[src/rtl/gmm_fg_detector_pipe_p.sv]
// rtl/gmm_fg_detector_pipe_p.sv - GMM foreground detector: pipelined sqrt, std clamp, fg flag and counter
module gmm_fg_detector_pipe_p #(
   parameter int K       = 3,
   parameter int CH      = 3,
   parameter int VAR_W   = 16,
   parameter int STD_W   = 8,
   parameter int W_W     = 8,
   parameter int SIDE_W  = 32,
   parameter int CNT_W   = 32,
   localparam int IDX_W  = $clog2(K + 1)
) (
   input  logic                    clk,
   input  logic                    rst_n,
   input  logic                    snk_valid,
   output logic                    snk_ready,
   input  logic [K*VAR_W-1:0]      snk_var,
   input  logic [K*W_W-1:0]        snk_w,
   input  logic [K*CH*8-1:0]       snk_mean,
   input  logic [IDX_W-1:0]        snk_clusters_num,
   input  logic [IDX_W-1:0]        snk_p_max_idx,
   input  logic [IDX_W-1:0]        snk_B,
   input  logic [SIDE_W-1:0]       snk_side,
   input  logic [STD_W-1:0]        std_min,
   input  logic [STD_W-1:0]        std_max,
   input  logic                    clr_cnt,
   input  logic                    src_ready,
   output logic                    src_valid,
   output logic [K*STD_W-1:0]      src_std,
   output logic [K*W_W-1:0]        src_w,
   output logic [K*CH*8-1:0]       src_mean,
   output logic [IDX_W-1:0]        src_clusters_num,
   output logic                    src_is_fg,
   output logic [SIDE_W-1:0]       src_side,
   output logic [CNT_W-1:0]        fg_cnt
);

   // H sqrt stages, one result bit each; RW holds the signed partial remainder
   localparam int H    = VAR_W / 2;
   localparam int RW   = H + 2;
   localparam int MW   = CH * 8;
   localparam int O_W  = 0;
   localparam int O_M  = O_W + K * W_W;
   localparam int O_CN = O_M + K * MW;
   localparam int O_FG = O_CN + IDX_W;
   localparam int O_SD = O_FG + 1;
   localparam int PW   = O_SD + SIDE_W;

   // One non-restoring step: shift in two radicand bits, add or subtract by remainder sign
   function automatic logic [RW+H-1:0] nr_step(input logic [RW-1:0] r,
                                                input logic [H-1:0]  q,
                                                input logic [1:0]    d);
      logic [RW-1:0] rs;
      logic [RW-1:0] rn;
      rs = {r[RW-3:0], d};
      if (r[RW-1]) rn = rs + {q, 2'b11};
      else         rn = rs - {q, 2'b01};
      return {rn, q[H-2:0], ~rn[RW-1]};
   endfunction

   function automatic logic [STD_W-1:0] clamp_std(input logic [H-1:0]     q,
                                                  input logic [STD_W-1:0] lo,
                                                  input logic [STD_W-1:0] hi);
      logic [STD_W-1:0] s;
      s = STD_W'(q);
      if (s > hi) s = hi;
      if (s < lo) s = lo;
      return s;
   endfunction

   logic               en;
   logic [K*W_W-1:0]   in_w;
   logic [K*MW-1:0]    in_mean;
   logic               in_fg;
   logic [PW-1:0]      in_pay;

   logic [K*VAR_W-1:0] st_var [H];
   logic [K*RW-1:0]    st_r   [H];
   logic [K*H-1:0]     st_q   [H];
   logic [PW-1:0]      st_pay [H];
   logic               st_vld [H];

   logic [K*VAR_W-1:0] pv_var [H];
   logic [K*RW-1:0]    pv_r   [H];
   logic [K*H-1:0]     pv_q   [H];
   logic [PW-1:0]      pv_pay [H];
   logic               pv_vld [H];
   logic [K*RW-1:0]    nx_r   [H];
   logic [K*H-1:0]     nx_q   [H];

   logic [IDX_W-1:0]   out_cn;
   logic [K*STD_W-1:0] out_std;
   logic               fire;
   logic               unused_tail;

   assign en        = ~src_valid | src_ready;
   assign snk_ready = en;

   // Zero weights and means of inactive clusters on entry so they travel already masked
   always_comb begin
      in_w    = snk_w;
      in_mean = snk_mean;
      for (int k = 0; k < K; k++) begin
         if (IDX_W'(k) >= snk_clusters_num) begin
            in_w[k*W_W +: W_W] = '0;
            in_mean[k*MW +: MW] = '0;
         end
      end
   end

   assign in_fg  = snk_p_max_idx > snk_B;
   assign in_pay = {snk_side, in_fg, snk_clusters_num, in_mean, in_w};

   generate
      for (genvar i = 0; i < H; i++) begin : g_stage
         if (i == 0) begin : g_first
            assign pv_var[i] = snk_var;
            assign pv_r[i]   = '0;
            assign pv_q[i]   = '0;
            assign pv_pay[i] = in_pay;
            assign pv_vld[i] = snk_valid;
         end else begin : g_next
            assign pv_var[i] = st_var[i-1];
            assign pv_r[i]   = st_r[i-1];
            assign pv_q[i]   = st_q[i-1];
            assign pv_pay[i] = st_pay[i-1];
            assign pv_vld[i] = st_vld[i-1];
         end
         for (genvar k = 0; k < K; k++) begin : g_clu
            assign {nx_r[i][k*RW +: RW], nx_q[i][k*H +: H]} =
               nr_step(pv_r[i][k*RW +: RW], pv_q[i][k*H +: H],
                       pv_var[i][k*VAR_W + 2*(H-1-i) +: 2]);
         end
      end
   endgenerate

   // Sqrt stages with matched payload shift register; whole pipe holds when en is low
   always_ff @(posedge clk) begin
      if (!rst_n) begin
         for (int i = 0; i < H; i++) begin
            st_vld[i] <= 1'b0;
            st_var[i] <= '0;
            st_r[i]   <= '0;
            st_q[i]   <= '0;
            st_pay[i] <= '0;
         end
      end else if (en) begin
         for (int i = 0; i < H; i++) begin
            st_vld[i] <= pv_vld[i];
            st_var[i] <= pv_var[i];
            st_r[i]   <= nx_r[i];
            st_q[i]   <= nx_q[i];
            st_pay[i] <= pv_pay[i];
         end
      end
   end

   assign out_cn      = st_pay[H-1][O_CN +: IDX_W];
   assign unused_tail = ^{st_var[H-1], st_r[H-1]};

   // Clamp each root into [std_min, std_max]; inactive clusters read as zero
   always_comb begin
      out_std = '0;
      for (int k = 0; k < K; k++) begin
         if (IDX_W'(k) < out_cn)
            out_std[k*STD_W +: STD_W] = clamp_std(st_q[H-1][k*H +: H], std_min, std_max);
      end
   end

   // Output register stage; holds while downstream stalls
   always_ff @(posedge clk) begin
      if (!rst_n) begin
         src_valid        <= 1'b0;
         src_std          <= '0;
         src_w            <= '0;
         src_mean         <= '0;
         src_clusters_num <= '0;
         src_is_fg        <= 1'b0;
         src_side         <= '0;
      end else if (en) begin
         src_valid        <= st_vld[H-1];
         src_std          <= out_std;
         src_w            <= st_pay[H-1][O_W +: K*W_W];
         src_mean         <= st_pay[H-1][O_M +: K*MW];
         src_clusters_num <= out_cn;
         src_is_fg        <= st_pay[H-1][O_FG];
         src_side         <= st_pay[H-1][O_SD +: SIDE_W];
      end
   end

   assign fire = src_valid & src_ready & src_is_fg;

   // Saturating count of delivered foreground beats; a clear still counts a coincident beat
   always_ff @(posedge clk) begin
      if (!rst_n)
         fg_cnt <= '0;
      else if (clr_cnt)
         fg_cnt <= fire ? CNT_W'(1) : '0;
      else if (fire && (fg_cnt != {CNT_W{1'b1}}))
         fg_cnt <= fg_cnt + CNT_W'(1);
   end

endmodule
[config.mk]
export PLATFORM = sky130hd
export DESIGN_NAME = gmm_fg_detector_pipe_p
export DESIGN_NICKNAME = d
export VERILOG_FILES = /design/src/rtl/gmm_fg_detector_pipe_p.sv
export SDC_FILE = /design/constraint.sdc
export NUM_CORES = 2
export LEC_CHECK = 0
export CAP_MARGIN = 25
export CORE_ASPECT_RATIO = 0.7
export CORE_MARGIN = 4
export CORE_UTILIZATION = 32
export CTS_CLUSTER_SIZE = 8
export DETAILED_ROUTE_END_ITERATION = 10
export DONT_BUFFER_PORTS = 1
export PLACE_DENSITY = 0.54
export REMOVE_ABC_BUFFERS = 1
export SKIP_CTS_REPAIR_TIMING = 1
export SLEW_MARGIN = 0
export SYNTH_ARGS = -nofsm -noshare
export SYNTH_HDL_FRONTEND = slang
export SYNTH_SLANG_ARGS = --single-unit
[constraint.sdc]
create_clock -name clk -period 66.7 [get_ports clk]
set_input_delay 20.01 -clock clk [delete_from_list [all_inputs] [get_ports clk]]
set_output_delay 20.01 -clock clk [all_outputs]
set_load 0.01 [all_outputs]
==> metrics.md <==
| Metric | Value |
|---|---|
| Fin crit period | 40.44 ns |
| Req. time, crit path | 46.69 ns |
| Initial antenna violation count | 37 |
| Site Rows | 142 |
| CTS root buffer | clkbuf_16 |
| I/O pin cnt | 392 |
| Worst-Margin Slew | 1.43 ns |
| Utilization after layout | 36.8% |
| P_sw | 635 uW |
| CTS tree | built |
| Peak VDD IR | 0.0243 mV |
| Commonest non-fill, non-tap cells in the layout | edfxtp_1 (1492), and3_1 (942), and2_1 (362), nand2_1 (316), clkbuf_16 (238) |
| Critical path arrival | 20.43 ns |
| Number of buffers created by CTS | 237 |
| Core Box Area | 214000 um^2 |
| Max cap viols | 0 |
| Clock transition at the registers of the reported paths | 0.05 ns |
| Primary FF master, synth | edfxtp_1 |
| Cell Area, Synth | 69100 um^2 |
| CTS sink count | 1685 |
| Cell Pwr Density | 33.8 nW/um^2 |
| Run status | finished, final reports clean |
| Critical path endpoint category | output pin |
| DR WL/cell | 17.0 um |
| Synth cell types | 63 |
| P&R area growth vs syn | 14.2% |
| Final setup skew | 0.118 ns |
| Die height | 397 um |
| H-tree depth | 4 |
| Sequential group share of total power | 46.4% |
| Remaining DRCs | 0 |
| Final Hold Viols | 0 |
| Die X | 563 um |
| Clk buf depth | 4 |
| Mapped Cells | 5029 |
| Share of Yosys cell area claimed by the top area cell type | 64.9% |
| Worst-Skew Late Latency | 0.87 ns |
| DR pass1 iterations | 5 |
| Post-synth EDFFs | 1492 |
| Initial drt markers | 2903 |
| WP buf/inv | 1 |
| Total negative slack | 0 ns |
| Worst path slowest cell | nor2b_4 |
| Worst min path class | register to register |
| Clock share of power | 41.2% |
| Hpwl dp | 75.4 mm |
| Critical path class | input pin to output pin |
| Fillers | 20500 |
| Total Routed Length | 137 mm |
| Synth Register Bits | 1685 |
| CP max FO | 45 |
| Crit share post-route | 60.6% |
| Switching Share | 23.8% |
| DRT antenna net count | 0 |
| Worst path max stage delay | 0.22 ns |
| Top area cells in the synthesized netlist | edfxtp_1 (65%), and3_1 (8.5%), dfxtp_1 (5.6%) |
| Post-synthesis cell type with the largest combined area | edfxtp_1 |
| YS warnings | 0 |
| Slew margin rel. | 4.61% |
| Commonest non-fill, non-tap cell in the layout | edfxtp_1 |
| GRT Overall Usage | 11.8% |
| FF+latch area | 48700 um^2 |
| RSZ-0062 raised after global routing | false |
| Logic pwr share | 12.4% |
| Fin nets | 5390 |
| Die area | 223000 um^2 |
| Crit path cell chain | nor2b_4, inv_8 |
| Largest net degree at the start of global routing | 1219 |
| Int Pwr | 2.03 mW |
| Pins Over Slew Limit | 0 |
| Synthesized area per cell | 13.7 um^2 |
| Via density | 4.65 |
| Setup-failing EPs final | 0 |
| GPL Wtd Cong | 0.802 |
| Share of cells above drive strength 1 | 6.70% |
| Critical path's top delay family | simple AND/OR/NAND/NOR gates |
| CP Launch Type | input pin |
| Via count | 37500 |
| First-pass GRT wire length | 214 mm |
| Leakage | 34.1 nW |
| Multi-input logic area | 18800 um^2 |
| Initial Util | 32.2% |
| Grt total ovfl | 0 |
| Vias in the first global route | 37200 |
| Asr flop ratio synth | 0% |
| Max Fclk | 24.7 MHz |
| IO buf count | 0 |
| Post-synthesis sequential area ratio | 70.4% |
-- final timing paths --
kind | startpoint | endpoint | slack [ns] | depth (start not counted)
worst max-delay path | src_ready | snk_ready | 26.26 | 2
worst max register to register | src_valid$_SDFFE_PN0N_ | st_pay[1][202]$_SDFFCE_PN0P_ | 60.55 | 12
worst min-delay path | st_vld[2]$_DFF_P_ | st_vld[2]$_DFF_P_ | 0.45 | 2
worst min register to register | st_vld[2]$_DFF_P_ | st_vld[2]$_DFF_P_ | 0.45 | 2
-- synthesized netlist by cell type, types with 5 or more instances --
master,instances
a21oi_1,208
a31oi_1,14
and2_1,362
inv_1,106
nor2_1,189
a21o_1,47
a211oi_1,8
o21a_1,17
ha_1,196
buf_1,5
nand2b_1,36
mux2i_1,22
o21ai_0,88
clkbuf_1,326
nor3_1,29
or2_2,5
or3_1,7
o21ai_1,5
o41a_1,12
dfxtp_1,193
mux2_2,21
nor2b_1,73
nand2_1,317
nand4_1,13
nor4_1,14
xnor2_1,162
and3_1,943
nand3_1,16
edfxtp_1,1492
and4_1,5
o211ai_1,6
xor2_1,50
-- kinds of logic after synthesis --
group / Yosys count / synth area share (%)
DFF: 1685 / 70.4
xor gates and xnor gates: 212 / 2.69
AOI/OAI and AO/OA: 423 / 3.62
and+or+nand+nor: 2027 / 16.6
muxes: 43 / 0.661
adders and majority gates: 199 / 3.64
buffers and inverters: 440 / 2.40
-- area by class of cell --
type	instances	share of cell area, %
timing repair buffer	52	0.805
clock inverter	7	0.181
sequential	1685	61.7
antenna	19	0.0602
multi-input combinational	2904	23.8
tap	2880	4.57
clock buffer	410	8.38
inverter	108	0.539
-- power groups by stage --
stage / clock network [mW] / logic [mW] / registers [mW]
2_1_floorplan: 0 / 0.265 / 1.25
3_3_place_gp: 0 / 0.317 / 1.26
3_5_place_dp: 0 / 0.325 / 1.26
4_1_cts: 1.14 / 0.327 / 1.24
5_1_grt: 1.18 / 0.379 / 1.24
6_report: 1.10 / 0.331 / 1.24
-- metal layers --
layer	routed length (um)	global-route usage [%]	vias to the layer above	part of all wire, %
li1	-	-	18300	-
met1	63100	16.0	18300	46
met2	62400	18.5	696	46
met3	8060	3.29	258	5.9
met4	3330	3.48	6	2.4
met5	41	0	-	0.030
-- flip-flops by register name, indices dropped and copies added (netlist names), 32 cells and up --
register  count
fg_cnt       32
st_pay     1048
src_side     32
st_var      168
st_q        108
src_mean     72
st_r        165
-- stage by stage --
| stage | std cells | power (mW) | hold WS (ns) | area, um^2 | setup slack, ns |
|---|---|---|---|---|---|
| CTS | 8037 | 2.70 | 0.453 | 78600 | 26.24 |
| finish | 8065 | 2.66 | 0.451 | 78900 | 26.26 |
| global route | 8054 | 2.80 | 0.481 | 78900 | 26.24 |
| global placement | 7616 | 1.57 | 0.440 | 71800 | 26.22 |
| floorplan | 4697 | 1.51 | 0.428 | 67800 | 2.07 |
| detailed placement | 7620 | 1.58 | 0.445 | 71900 | 26.24 |
No activity file was read; power rests on OpenSTA's default activity.
